[config.mk]
export PLATFORM = sky130hd
export DESIGN_NAME = sram_req_ctrl
export DESIGN_NICKNAME = d
export VERILOG_FILES = /design/src/rtl/sram_ctrl_pkg.sv /design/src/rtl/sram_resp_fifo.sv /design/src/rtl/sram_req_ctrl.sv
export SDC_FILE = /design/constraint.sdc
export NUM_CORES = 1
export LEC_CHECK = 0
export BUFFER_PORTS_ARGS = -buffer_cell sky130_fd_sc_hd__clkbuf_2
export CAP_MARGIN = 20
export CORE_MARGIN = 2
export CORE_UTILIZATION = 49
export CTS_BUF_LIST = sky130_fd_sc_hd__clkbuf_8 sky130_fd_sc_hd__clkbuf_16
export CTS_CLUSTER_SIZE = 25
export DETAILED_ROUTE_END_ITERATION = 6
export GPL_ROUTABILITY_DRIVEN = 0
export GPL_TIMING_DRIVEN = 0
export PLACE_DENSITY = 0.76
export SLEW_MARGIN = 30
export SYNTH_ARGS = -nofsm -noshare
export SYNTH_HDL_FRONTEND = slang
export SYNTH_SLANG_ARGS = --single-unit
[constraint.sdc]
create_clock -name clk -period 2.1 [get_ports clk]
set_input_delay 0.63 -clock clk [delete_from_list [all_inputs] [get_ports clk]]
set_output_delay 0.63 -clock clk [all_outputs]
set_load 0.1 [all_outputs]
[src/rtl/sram_ctrl_pkg.sv]
// rtl/sram_ctrl_pkg.sv - shared constants and helpers for the SRAM request controller
package sram_ctrl_pkg;

   localparam int READ_LAT = 3;

   localparam logic [0:0] ST_RUN   = 1'b0;
   localparam logic [0:0] ST_FLUSH = 1'b1;

   // Cycles spent in FLUSH after the last flush request
   localparam logic [1:0] FLUSH_CYCLES = 2'd3;

   function automatic logic [7:0] count_ones(input logic [READ_LAT-1:0] v);
      logic [7:0] n;
      n = '0;
      for (int i = 0; i < READ_LAT; i++) begin
         n = n + {7'd0, v[i]};
      end
      return n;
   endfunction

endpackage

[src/rtl/sram_resp_fifo.sv]
// rtl/sram_resp_fifo.sv - first-word-fall-through response FIFO with sync clear and occupancy count
module sram_resp_fifo #(
   parameter int DEPTH = 4,
   parameter int WIDTH = 8,
   localparam int PW = $clog2(DEPTH),
   localparam int CW = $clog2(DEPTH + 1)
) (
   input  logic             clk,
   input  logic             rst,
   input  logic             i_clear,
   input  logic             i_push,
   input  logic [WIDTH-1:0] i_wdata,
   input  logic             i_pop,
   output logic [WIDTH-1:0] o_rdata,
   output logic             o_empty,
   output logic [CW-1:0]    o_count
);

   logic [WIDTH-1:0] r_mem [DEPTH];
   logic [PW-1:0]    r_wptr;
   logic [PW-1:0]    r_rptr;
   logic [CW-1:0]    r_count;
   logic             w_do_push;
   logic             w_do_pop;

   assign w_do_push = i_push && (r_count != CW'(DEPTH));
   assign w_do_pop  = i_pop && (r_count != '0);

   always_ff @(posedge clk) begin
      if (rst || i_clear) begin
         r_wptr  <= '0;
         r_rptr  <= '0;
         r_count <= '0;
      end else begin
         if (w_do_push) r_wptr <= r_wptr + 1'b1;
         if (w_do_pop)  r_rptr <= r_rptr + 1'b1;
         case ({w_do_push, w_do_pop})
            2'b10:   r_count <= r_count + 1'b1;
            2'b01:   r_count <= r_count - 1'b1;
            default: r_count <= r_count;
         endcase
      end
   end

   always_ff @(posedge clk) begin
      if (w_do_push) r_mem[r_wptr] <= i_wdata;
   end

   assign o_rdata = r_mem[r_rptr];
   assign o_empty = (r_count == '0);
   assign o_count = r_count;

endmodule

[src/rtl/sram_req_ctrl.sv]
// rtl/sram_req_ctrl.sv - single-port SRAM initiator with read tracking and in-order response buffering
// Optional request/stall counters are built when SRAM_REQ_CTRL_STATS_EN is defined.
module sram_req_ctrl
   import sram_ctrl_pkg::*;
#(
   parameter int WORD_SIZE  = 32,
   parameter int NUM_WORDS  = 1024,
   parameter int TAG_W      = 4,
   parameter int RESP_DEPTH = 4,
   localparam int AW = $clog2(NUM_WORDS),
   localparam int BW = WORD_SIZE / 8
) (
   input  logic                 clk,
   input  logic                 rst,
   input  logic                 IN_flush,
   input  logic                 IN_req_valid,
   output logic                 OUT_req_ready,
   input  logic                 IN_req_we,
   input  logic [AW-1:0]        IN_req_addr,
   input  logic [WORD_SIZE-1:0] IN_req_data,
   input  logic [BW-1:0]        IN_req_wm,
   input  logic [TAG_W-1:0]     IN_req_tag,
   output logic                 OUT_resp_valid,
   input  logic                 IN_resp_ready,
   output logic [WORD_SIZE-1:0] OUT_resp_data,
   output logic [TAG_W-1:0]     OUT_resp_tag,
   output logic                 OUT_mem_nce,
   output logic                 OUT_mem_nwe,
   output logic [AW-1:0]        OUT_mem_addr,
   output logic [WORD_SIZE-1:0] OUT_mem_data,
   output logic [BW-1:0]        OUT_mem_wm,
   input  logic [WORD_SIZE-1:0] IN_mem_rdata,
   output logic                 OUT_busy
`ifdef SRAM_REQ_CTRL_STATS_EN
   ,
   output logic [31:0]          OUT_stat_reads,
   output logic [31:0]          OUT_stat_writes,
   output logic [31:0]          OUT_stat_stalls
`endif
);

   localparam int CW = $clog2(RESP_DEPTH + 1);
   localparam int SW = CW + 1;

   typedef struct packed {
      logic [WORD_SIZE-1:0] data;
      logic [TAG_W-1:0]     tag;
   } resp_t;

   logic [0:0]           r_state;
   logic [1:0]           r_flush_cnt;
   logic [READ_LAT-1:0]  r_pipe_vld;
   logic [TAG_W-1:0]     r_pipe_tag [READ_LAT];
   logic                 r_mem_nce;
   logic                 r_mem_nwe;
   logic [AW-1:0]        r_mem_addr;
   logic [WORD_SIZE-1:0] r_mem_data;
   logic [BW-1:0]        r_mem_wm;

   logic                 w_req_ready;
   logic                 w_accept;
   logic [SW-1:0]        w_inflight;
   logic                 w_push;
   logic                 w_pop;
   resp_t                w_push_data;
   resp_t                w_head;
   logic                 w_fifo_empty;
   logic [CW-1:0]        w_fifo_count;

   // Credits cover every read from accept until pop, so the FIFO cannot overflow
   always_comb begin
      w_inflight  = SW'(count_ones(r_pipe_vld)) + SW'(w_fifo_count);
      w_req_ready = (r_state == ST_RUN) && !IN_flush && (w_inflight < SW'(RESP_DEPTH));
   end

   assign w_accept = IN_req_valid && w_req_ready;

   always_ff @(posedge clk) begin
      if (rst) begin
         r_mem_nce  <= 1'b1;
         r_mem_nwe  <= 1'b1;
         r_mem_addr <= '0;
         r_mem_data <= '0;
         r_mem_wm   <= '0;
      end else if (w_accept) begin
         r_mem_nce  <= 1'b0;
         r_mem_nwe  <= !IN_req_we;
         r_mem_addr <= IN_req_addr;
         r_mem_data <= IN_req_data;
         r_mem_wm   <= IN_req_wm;
      end else begin
         r_mem_nce  <= 1'b1;
         r_mem_nwe  <= 1'b1;
      end
   end

   always_ff @(posedge clk) begin
      if (rst || IN_flush) begin
         r_pipe_vld <= '0;
      end else begin
         r_pipe_vld <= {r_pipe_vld[READ_LAT-2:0], w_accept && !IN_req_we};
      end
   end

   always_ff @(posedge clk) begin
      r_pipe_tag[0] <= IN_req_tag;
      for (int i = 1; i < READ_LAT; i++) begin
         r_pipe_tag[i] <= r_pipe_tag[i-1];
      end
   end

   always_ff @(posedge clk) begin
      if (rst) begin
         r_state     <= ST_RUN;
         r_flush_cnt <= '0;
      end else if (IN_flush) begin
         r_state     <= ST_FLUSH;
         r_flush_cnt <= FLUSH_CYCLES;
      end else if (r_state == ST_FLUSH) begin
         r_flush_cnt <= r_flush_cnt - 2'd1;
         if (r_flush_cnt == 2'd1) r_state <= ST_RUN;
      end
   end

   assign w_push           = r_pipe_vld[READ_LAT-1];
   assign w_push_data.data = IN_mem_rdata;
   assign w_push_data.tag  = r_pipe_tag[READ_LAT-1];
   assign w_pop            = !w_fifo_empty && IN_resp_ready;

   sram_resp_fifo #(
      .DEPTH (RESP_DEPTH),
      .WIDTH (WORD_SIZE + TAG_W)
   ) u_resp_fifo (
      .clk     (clk),
      .rst     (rst),
      .i_clear (IN_flush),
      .i_push  (w_push),
      .i_wdata (w_push_data),
      .i_pop   (w_pop),
      .o_rdata (w_head),
      .o_empty (w_fifo_empty),
      .o_count (w_fifo_count)
   );

   assign OUT_req_ready  = w_req_ready;
   assign OUT_resp_valid = !w_fifo_empty;
   assign OUT_resp_data  = w_head.data;
   assign OUT_resp_tag   = w_head.tag;
   assign OUT_mem_nce    = r_mem_nce;
   assign OUT_mem_nwe    = r_mem_nwe;
   assign OUT_mem_addr   = r_mem_addr;
   assign OUT_mem_data   = r_mem_data;
   assign OUT_mem_wm     = r_mem_wm;
   assign OUT_busy       = (|r_pipe_vld) || !w_fifo_empty || (r_state == ST_FLUSH);

`ifdef SRAM_REQ_CTRL_STATS_EN
   logic [31:0] r_stat_reads;
   logic [31:0] r_stat_writes;
   logic [31:0] r_stat_stalls;

   always_ff @(posedge clk) begin
      if (rst) begin
         r_stat_reads  <= '0;
         r_stat_writes <= '0;
         r_stat_stalls <= '0;
      end else begin
         if (w_accept && !IN_req_we)       r_stat_reads  <= r_stat_reads + 32'd1;
         if (w_accept && IN_req_we)        r_stat_writes <= r_stat_writes + 32'd1;
         if (IN_req_valid && !w_req_ready) r_stat_stalls <= r_stat_stalls + 32'd1;
      end
   end

   assign OUT_stat_reads  = r_stat_reads;
   assign OUT_stat_writes = r_stat_writes;
   assign OUT_stat_stalls = r_stat_stalls;
`endif

endmodule

== After elaboration in Yosys (flattened, before gate mapping) ==
Memories as Yosys holds them, arrays and structs flattened. A register that Yosys moved wholly into a read port is not among the register bits.
Index checks and enable logic that the tools add are counted.
Word-level totals
  flip-flop bits (word level): 61
  memory bits (writable): 156
  input bits: 88
  word-level logic and storage cells: 58
  memories: 2
Cells by class
  add/subtract/negate cells: 8
  order comparisons: 1
  equality and inequality tests: 4
  mux-type cells: 11
  bitwise logic cells: 2
  reduce and logical (&&, ||, !) cells: 19
Memories
  u_resp_fifo.r_mem: words 4, bits a word 36, read ports 1, clocked after Yosys merged registers in 1, wr ports 1, RTL line sram_resp_fifo.sv:19  | logic [WIDTH-1:0] r_mem [DEPTH];
  r_pipe_tag: words 3, bits a word 4, read ports 3, clocked after Yosys merged registers in 0, wr ports 3, RTL line sram_req_ctrl.sv:53  | logic [TAG_W-1:0] r_pipe_tag [READ_LAT];
Operators with widths (count)
  two-way mux 2 bit: 4
  logical AND 1 bit: 7
  two-way mux 1 bit: 6
  one-hot mux 3 bit (2 select lines): 1
  adder 2 x 1 -> 2 bit, second input constant: 2
  adder 3 x 3 -> 4 bit: 1
  equality test 2 x 1 -> 1 bit, second input constant: 2
  less-than comparator 4 x 3 -> 1 bit, second input constant: 1
  nonzero test 2 bit: 2
  adder 2 x 1 -> 3 bit: 1
  adder 3 x 1 -> 3 bit, second input constant: 1
  zero test 1 bit: 3
  zero test 3 bit: 1
  logical OR 1 bit: 3
  != test 3 bit, second input constant: 1
  nonzero test 3 bit: 1
  OR reduction 3 bit: 1
  subtractor 3 x 1 -> 3 bit, second input constant: 1
  adder 1 x 1 -> 2 bit: 1
  equality test 2 bit, second input constant: 1
  NOT 1 bit: 2
  OR reduction 2 bit: 1
  subtractor 2 x 1 -> 2 bit, second input constant: 1

== Logic depth before layout (Yosys ltp) ==
Gate-level depths: netlist of run 1.
  depth in word-level cells: 8
  mapped depth: 9
  mapped depth without buffers: 8

== By module ==
Synthesis of run 1 repeated with hierarchy kept, for this count alone.
Second synthesis, totals
  cell total of the unflattened synthesis: 495
  area, all modules: 8400.6 um^2
Modules (own cells, without submodules)
  sram_resp_fifo: times used 1, cells an instance 244, area an instance 5726.7 um^2, sequential area each 4504.3 um^2
  sram_req_ctrl: times used 1, cells an instance 251, area an instance 2673.8 um^2, sequential area each 1321.3 um^2

== Worst setup path after synthesis of run 1 ==
OpenSTA, ideal clock, no wires.
  path kind: register to output
  start: register r_pipe_vld[0]
  end: output OUT_req_ready
  arrival: 2944 ps
  required time: 1470 ps
  slack: -1474 ps
  cell stages (with the launch flop): 5
  buffers on the path: 0
  cells stage by stage: dfxtp_1 fa_1 ha_1 or4_1 a31oi_1
Between the ends
  longest elaborated chain between the ends: 5
RTL lines
  from (decl): RTL line sram_req_ctrl.sv:52  | logic [READ_LAT-1:0] r_pipe_vld;
  from (signal assigned): RTL line sram_req_ctrl.sv:101  | r_pipe_vld <= {r_pipe_vld[READ_LAT-2:0], w_accept && !IN_req_we};
  adder 1 x 1 -> 2 bit: RTL line sram_ctrl_pkg.sv:16  | n = n + {7'd0, v[i]};
  adder 2 x 1 -> 3 bit: RTL line sram_ctrl_pkg.sv:16
  adder 3 x 3 -> 4 bit: RTL line sram_req_ctrl.sv:72  | w_inflight = SW'(count_ones(r_pipe_vld)) + SW'(w_fifo_count);
  less-than comparator 4 x 3 -> 1 bit: RTL line sram_req_ctrl.sv:73  | w_req_ready = (r_state == ST_RUN) && !IN_flush && (w_inflight < SW'(RESP_DEPTH));
  logical AND 1 bit: RTL line sram_req_ctrl.sv:73
  to (decl): RTL line sram_req_ctrl.sv:17  | output logic OUT_req_ready,
Every way passes these cells.

== Final worst setup path of run 1 ==
Same ends and word-level chain as after synthesis.

==> reports/results.tsv, run 1 <==
metric	value	unit
TritonCTS clock tree	built	
yosys warns	0	
Synthesized Nets	585	
die area	17900	um^2
top-count cell post-synth	edfxtp_1	
EDFF count, synth	144	
placed cell count	880	
Final setup violation count	89	
worst slew pin tran	0.575	ns
Cell Count, Final, Fillers Out	950	
Fin Setup TNS	-49.32	ns
Seq cells post-synth	219	
area of the multi-input gates	2360	um^2
WL final	18600	um
largest net degree at the start of global routing	37	
distinct cell type count after synthesis	33	
Setup CP Type	flop to primary output	
DRT Pass-1 Iters	4	
worst-case clock buffer depth	3	
top cells by count, synth	edfxtp_1 (144), nand2b_1 (93), dfxtp_1 (75), mux2i_1 (46), mux4_2 (36)	
Starting Density	50.0	%
Achievable Freq	0.340	GHz
worst r2r dst	OUT_mem_data[21]	
Vias/cell	5.15	
VDD IR max	0.000522	V
Period Utilization, post-route	140	%
share of layout cells above drive strength 1	42.2	%
Syn Area/Cell	17.0	um^2
Worst Reg-to-Reg Cells	12	
power density over the cells	804	nW/um^2
worst hold path depth	1	
die width	134	um
outcome	complete, but fails checks	
Pwr Total	9.12	mW
Core Box Area	16500	um^2
Worst Min Path Start	IN_req_tag[2]	
clock sink count	219	
WP data arrival	2.31	ns
Final Hold Fails	0	
clock insertion delay at the later pin of the skew report	0.49	ns
final worst setup slack	-0.839	ns
hold buffers post-CTS	0	
ys flop type	edfxtp_1	
Die Ht	134	um
slack of the worst reg-to-reg path	-0.74	ns
row cnt	47	
vias	4892	
Worst-path clk slew	0.06	ns
Rel. slew slack	61.6	%
Synth area leader	edfxtp_1	
worst hold path type	primary input to flop	
failing checks	negative setup slack	
sequential fraction of the synthesis area	70.5	%
Setup crit start	r_pipe_vld[0]	
fraction of registers with async set/reset	0	%
post-place setup slack	-0.572	ns
CTS Buf Count	22	
max_cap viols	0	
minimum clock period	2.94	ns
DRC viols	0	
grt total ovfl	0	
Slew Viols, Final	0	
Min-Delay Endpoint	r_pipe_tag[0][2]	
Iteration-0 DRC Markers	189	
FF/Latch Area	5840	um^2
Post-Syn Area	8260	um^2
proportion of netlist area held by the largest area contributor	52.3	%
Final Skew	0.0143	ns
number of diodes	0	
post-DR wirelength/cell	19.5	um
CP Capture Type	primary output	
Critical R2R Launch	r_pipe_vld[0]	
Leakage	4.25	nW
first-pass GRT wire length	28600	um
H-tree Lvls	1	
total I/O pin count	175	
Crit Path Max Fanout	2	
CTS root buffer	clkbuf_16	
post-synthesis cell count	487	
Util after Layout	68.7	%
Filler Cells Inserted	1035	
DP Wirelength	10600	um
initial antenna violation count	0	
Area Overhead vs Synth	37.4	%
RSZ-0062 raised after global routing	yes	
GRT Total Usage	20.6	%
Area contributors post-synth	edfxtp_1 (52%), dfxtp_1 (18%), mux4_2 (9.8%)	
startpoint types	flop	
PortBufs	173	
worst endpoint required time	1.47	ns
Post-DRT Antenna Nets	0	
# nets final	812	
vias in the first global route	5329	
-- logic make-up after synthesis --
kind of cell	after synthesis	share of synthesized area, %
flip-flops	219	70.5
AND/OR/NAND/NOR	121	8.86
multiplexers	82	15.4
buffers and inverters	37	1.91
AO/OA/AOI/OAI	13	1.09
adder cells (fa/ha/maj)	10	1.70
XOR/XNOR	5	0.530
-- layout make-up --
cell class              instances  area share (%)
inverters                      11           0.364
plain buffers                  22            1.83
flip-flops and latches        219            51.5
multi-input cells             231            20.8
clock inverters                16           0.871
well taps                     220            2.43
clock buffers                  24            5.19
repair buffers                207            17.0
-- metal layers --
| layer | track usage (%) | routed length [um] | vias to the layer above |
|---|---|---|---|
| li1 | - | - | 2248 |
| met1 | 24.4 | 7060 | 2411 |
| met2 | 37.4 | 9720 | 200 |
| met3 | 5.37 | 1390 | 33 |
| met4 | 5.20 | 398 | 0 |
| met5 | 0 | 0 | - |
-- registers in the layout, summed over array words and instances, names as in the netlist, named ones only --
| signal | flops |
|---|---|
| u_resp_fifo.r_mem | 144 |
| OUT_mem_data | 32 |
| r_pipe_tag | 12 |
| OUT_mem_addr | 10 |
| OUT_mem_wm | 4 |
| r_pipe_vld | 3 |
| u_resp_fifo.o_count | 3 |
| r_flush_cnt | 2 |
| u_resp_fifo.r_rptr | 2 |
| u_resp_fifo.r_wptr | 2 |
| OUT_mem_nce | 1 |
| OUT_mem_nwe | 1 |
| r_state | 1 |
-- critical path: stages (launching register included) --
cell       delay, ns
dfxtp_2         0.33
fa_2            0.37
ha_2            0.17
or4_4           0.53
a31oi_4         0.19
clkbuf_16       0.23
-- how the worst max path moves through the flow --
stage          depth (start not counted)  slack, ns                       end
6_report                               5      -0.84             OUT_req_ready
5_1_grt                                5      -0.89             OUT_req_ready
4_1_cts                                5      -0.86             OUT_req_ready
3_5_place_dp                           5      -0.57             OUT_req_ready
3_3_place_gp                           2      -0.64  u_resp_fifo.r_mem[0][25]
2_1_floorplan                          4      -0.51             OUT_req_ready
-- placed cells by master, fill, tap and decap left out, drive strengths merged, types with 4 or more instances in the layout --
cell type,n
buf,63
inv,17
and3,4
xor2,5
clkbuf,190
nor2,12
clkinv,7
mux4,36
ha,8
a21oi,5
edfxtp,144
mux2i,46
dfxtp,75
nand2b,93
-- metrics by stage --
step / instance area (um^2) / hold slack (ns)
6_report: 11300 / 0.248
4_1_cts: 11300 / 0.225
2_1_floorplan: 8350 / 0.310
3_5_place_dp: 9510 / 0.314
3_3_place_gp: 9490 / 0.311
5_1_grt: 11300 / 0.221
-- where the power goes --
group / internal [mW] / leakage, nW / switching [mW]
combinational: 0.248 / 1.98 / 0.511
clock: 2.14 / 0.360 / 1.55
sequential: 4.64 / 1.91 / 0.0334
total: 7.02 / 4.25 / 2.10
-- timing repair --
item	CTS	global route
resized for setup	144	43
pin swaps	3	2
setup buffers	26	5
gates cloned	7	0
setup endpoints to repair	90	90
Power figures use the tool's default switching activity.
==> inputs of run 2 (changes only) <==
--- a/config.mk
+++ b/config.mk
@@ -8,13 +8,13 @@
 export BUFFER_PORTS_ARGS = -buffer_cell sky130_fd_sc_hd__clkbuf_2
 export CAP_MARGIN = 20
 export CORE_MARGIN = 2
-export CORE_UTILIZATION = 49
+export CORE_UTILIZATION = 55
 export CTS_BUF_LIST = sky130_fd_sc_hd__clkbuf_8 sky130_fd_sc_hd__clkbuf_16
 export CTS_CLUSTER_SIZE = 25
 export DETAILED_ROUTE_END_ITERATION = 6
 export GPL_ROUTABILITY_DRIVEN = 0
 export GPL_TIMING_DRIVEN = 0
-export PLACE_DENSITY = 0.76
+export PLACE_DENSITY = 0.8
 export SLEW_MARGIN = 30
 export SYNTH_ARGS = -nofsm -noshare
 export SYNTH_HDL_FRONTEND = slang
==> constraint.sdc (replaced) <==
create_clock -name clk -period 3.66 [get_ports clk]
set_input_delay 1.098 -clock clk [delete_from_list [all_inputs] [get_ports clk]]
set_output_delay 1.098 -clock clk [all_outputs]
set_load 0.1 [all_outputs]
==> run 2 against run 1 <==
Effect of this change:
- the flow now finishes without violations
- worst hold slack gained 0.072 ns
- non-clock buffer count shrank 27
- combinational power shrank 50%
==> reports/results.tsv, run 2 (same netlist as run 1, synthesis figures left out) <==
metric	value	unit	change
outcome	completed		was complete, but fails checks
die width	127	um	was 134 um
Psw	1.18	mW	was 2.10 mW
Die Ht	127	um	was 134 um
Post-DRT Antenna Nets	0		unchanged
first-pass GRT wire length	25000	um	was 28600 um
worst-case clock buffer depth	3		unchanged
WP data arrival	2.46	ns	was 2.31 ns
DRT Pass-1 Iters	4		unchanged
Final Instance Area	10200	um^2	was 11300 um^2
Vias/cell	5.23		was 5.15
Largest delay share family, worst path	adder cells		unchanged
DP Wirelength	10600	um	about the same
Buf/Inv on CP	1		unchanged
Reg power frac	51.5	%	was 51.2%
Final Skew	0.0166	ns	was 0.0143 ns
Core Box Area	14600	um^2	was 16500 um^2
Starting Density	56.6	%	was 50.0%
# nets final	785		was 812
Final Hold Fails	0		unchanged
slowest cell delay on critical path	0.56	ns	was 0.53 ns
PortBufs	173		unchanged
Area Overhead vs Synth	23.5	%	was 37.4%
Fin Setup TNS	0	ns	was -49.32 ns
Iteration-0 DRC Markers	288		was 189
WL final	15500	um	was 18600 um
Leakage	3.83	nW	was 4.25 nW
Worst-path clk slew	0.06	ns	about the same
Slew Viols, Final	0		unchanged
die area	16000	um^2	was 17900 um^2
clock sink count	219		unchanged
post-cts resize count	8		was 144
Top reg by flops	u_resp_fifo.r_mem		unchanged
CP Cell Sequence	fa_1, ha_1, or4_1, a31oi_4, clkbuf_8		was fa_2, ha_2, or4_4, a31oi_4, clkbuf_16
row cnt	44		was 47
slowest cell on the critical path	or4_1		was or4_4
DRC viols	0		unchanged
slack of the worst reg-to-reg path	0.90	ns	was -0.74 ns
minimum clock period	3.56	ns	
grt total ovfl	0		unchanged
TritonCTS clock tree	built		unchanged
most frequent cells in the layout	clkbuf_2 (175), edfxtp_1 (144), nand2b_1 (93)		was edfxtp_1 (144), clkbuf_2 (135), nand2b_1 (93)
Setup CP Type	flop to primary output		unchanged
hold buffers post-CTS	0		unchanged
Largest register FFs	144		unchanged
max_cap viols	0		unchanged
Int Power	4.03	mW	was 7.02 mW
Post-CTS Setup Repair Bufs	0		was 26
vias in the first global route	4909		was 5329
RSZ-0062 raised after global routing	no		was yes
VDD IR max	0.000343	V	was 0.000522 V
largest net degree at the start of global routing	20		was 37
CTS Buf Count	22		unchanged
worst slew pin tran	0.589	ns	was 0.575 ns
Crit Path Max Fanout	7		was 2
initial antenna violation count	0		unchanged
post-DR wirelength/cell	17.5	um	was 19.5 um
Net Sw Frac	22.6	%	was 23.0%
vias	4639		was 4892
CP Capture Type	primary output		unchanged
GRT Total Usage	19.7	%	was 20.6%
Comb pwr share	7.3	%	was 8.3%
Rel. slew slack	60.7	%	was 61.6%
worst endpoint required time	2.56	ns	was 1.47 ns
CTS root buffer	clkbuf_16		unchanged
Placement Cell Area	9490	um^2	was 9510 um^2
most common cell after layout, fill and taps aside	clkbuf_2		was edfxtp_1
number of diodes	0		unchanged
Final setup violation count	0		was 89
Achievable Freq	0.281	GHz	
worst hold path type	flop to flop		was primary input to flop
clock insertion delay at the later pin of the skew report	0.50	ns	was 0.49 ns
power density over the cells	511	nW/um^2	was 804 nW/um^2
share of layout cells above drive strength 1	37.7	%	was 42.2%
Clock Power Share	41.2	%	was 40.4%
H-tree Lvls	1		unchanged
total I/O pin count	175		unchanged
startpoint types	flop		unchanged
Period Utilization, post-route	97.2	%	
## run 2: cell types whose count changed in the layout (fill, tap and decap cells not counted), moves of 4 or more
cell / delta
and3_2: +4
and3_4: -4
buf_12: -16
buf_2: +4
buf_6: -18
buf_8: -20
clkbuf_16: -17
clkbuf_2: +40
dfxtp_1: +4
## run 2: worst paths after layout
kind / start / cells after the start / to
max: u_resp_fifo.o_count[0] / 5 / OUT_req_ready
max reg2reg: u_resp_fifo.o_count[0] / 7 / OUT_mem_data[6]
min: r_pipe_tag[0][6] / 0 / r_pipe_tag[0][10]
min reg2reg: r_pipe_tag[0][6] / 0 / r_pipe_tag[0][10]
## run 2: layout make-up
class	count	area [um^2]
Timing Repair Buffer	177	985
Buffer	25	121
Tap cell	184	230
Clock inverter	14	86.3
Inverter	11	41.3
Fill cell	944	4380
Clock buffer	26	617
Sequential cell	219	5830
Multi-Input combinational cell	231	2300
## run 2: worst reg2reg max path, stage by stage (launching register included)
cell	delay [ns]
dfxtp_1	0.38
fa_1	0.39
ha_1	0.18
or4_1	0.56
a311oi_2	0.49
buf_4	0.29
buf_6	0.19
mux2i_1	0.20
## run 2: layer usage
layer	up-vias	GRT usage [%]	part of all wire, %
met5	-	0	0
met4	0	5.37	1.7
met3	22	6.03	9.0
met2	168	33.8	50
met1	2249	24.4	39
li1	2200	-	-
## run 2: metrics by stage
stage               hold WS, ns  worst slack [ns]  total power, mW  cells  utilization [%]
finish                    0.320             0.102             5.21    887             69.9
CTS                       0.322            0.0662             5.26    887             69.9
global route              0.334            0.0286             5.38    887             69.9
floorplan                 0.310             0.264             3.01    487                -
global placement          0.315             0.105             3.11    844             64.2
detailed placement        0.315            0.0722             3.12    848             65.0
## run 2: power by group through the flow
stage | logic, mW | clock network [mW] | registers [mW]
floorplan | 0.103 | 0 | 2.91
global placement | 0.374 | 0 | 2.73
detailed placement | 0.383 | 0 | 2.74
CTS | 0.385 | 2.19 | 2.68
global route | 0.405 | 2.29 | 2.69
finish | 0.382 | 2.15 | 2.68
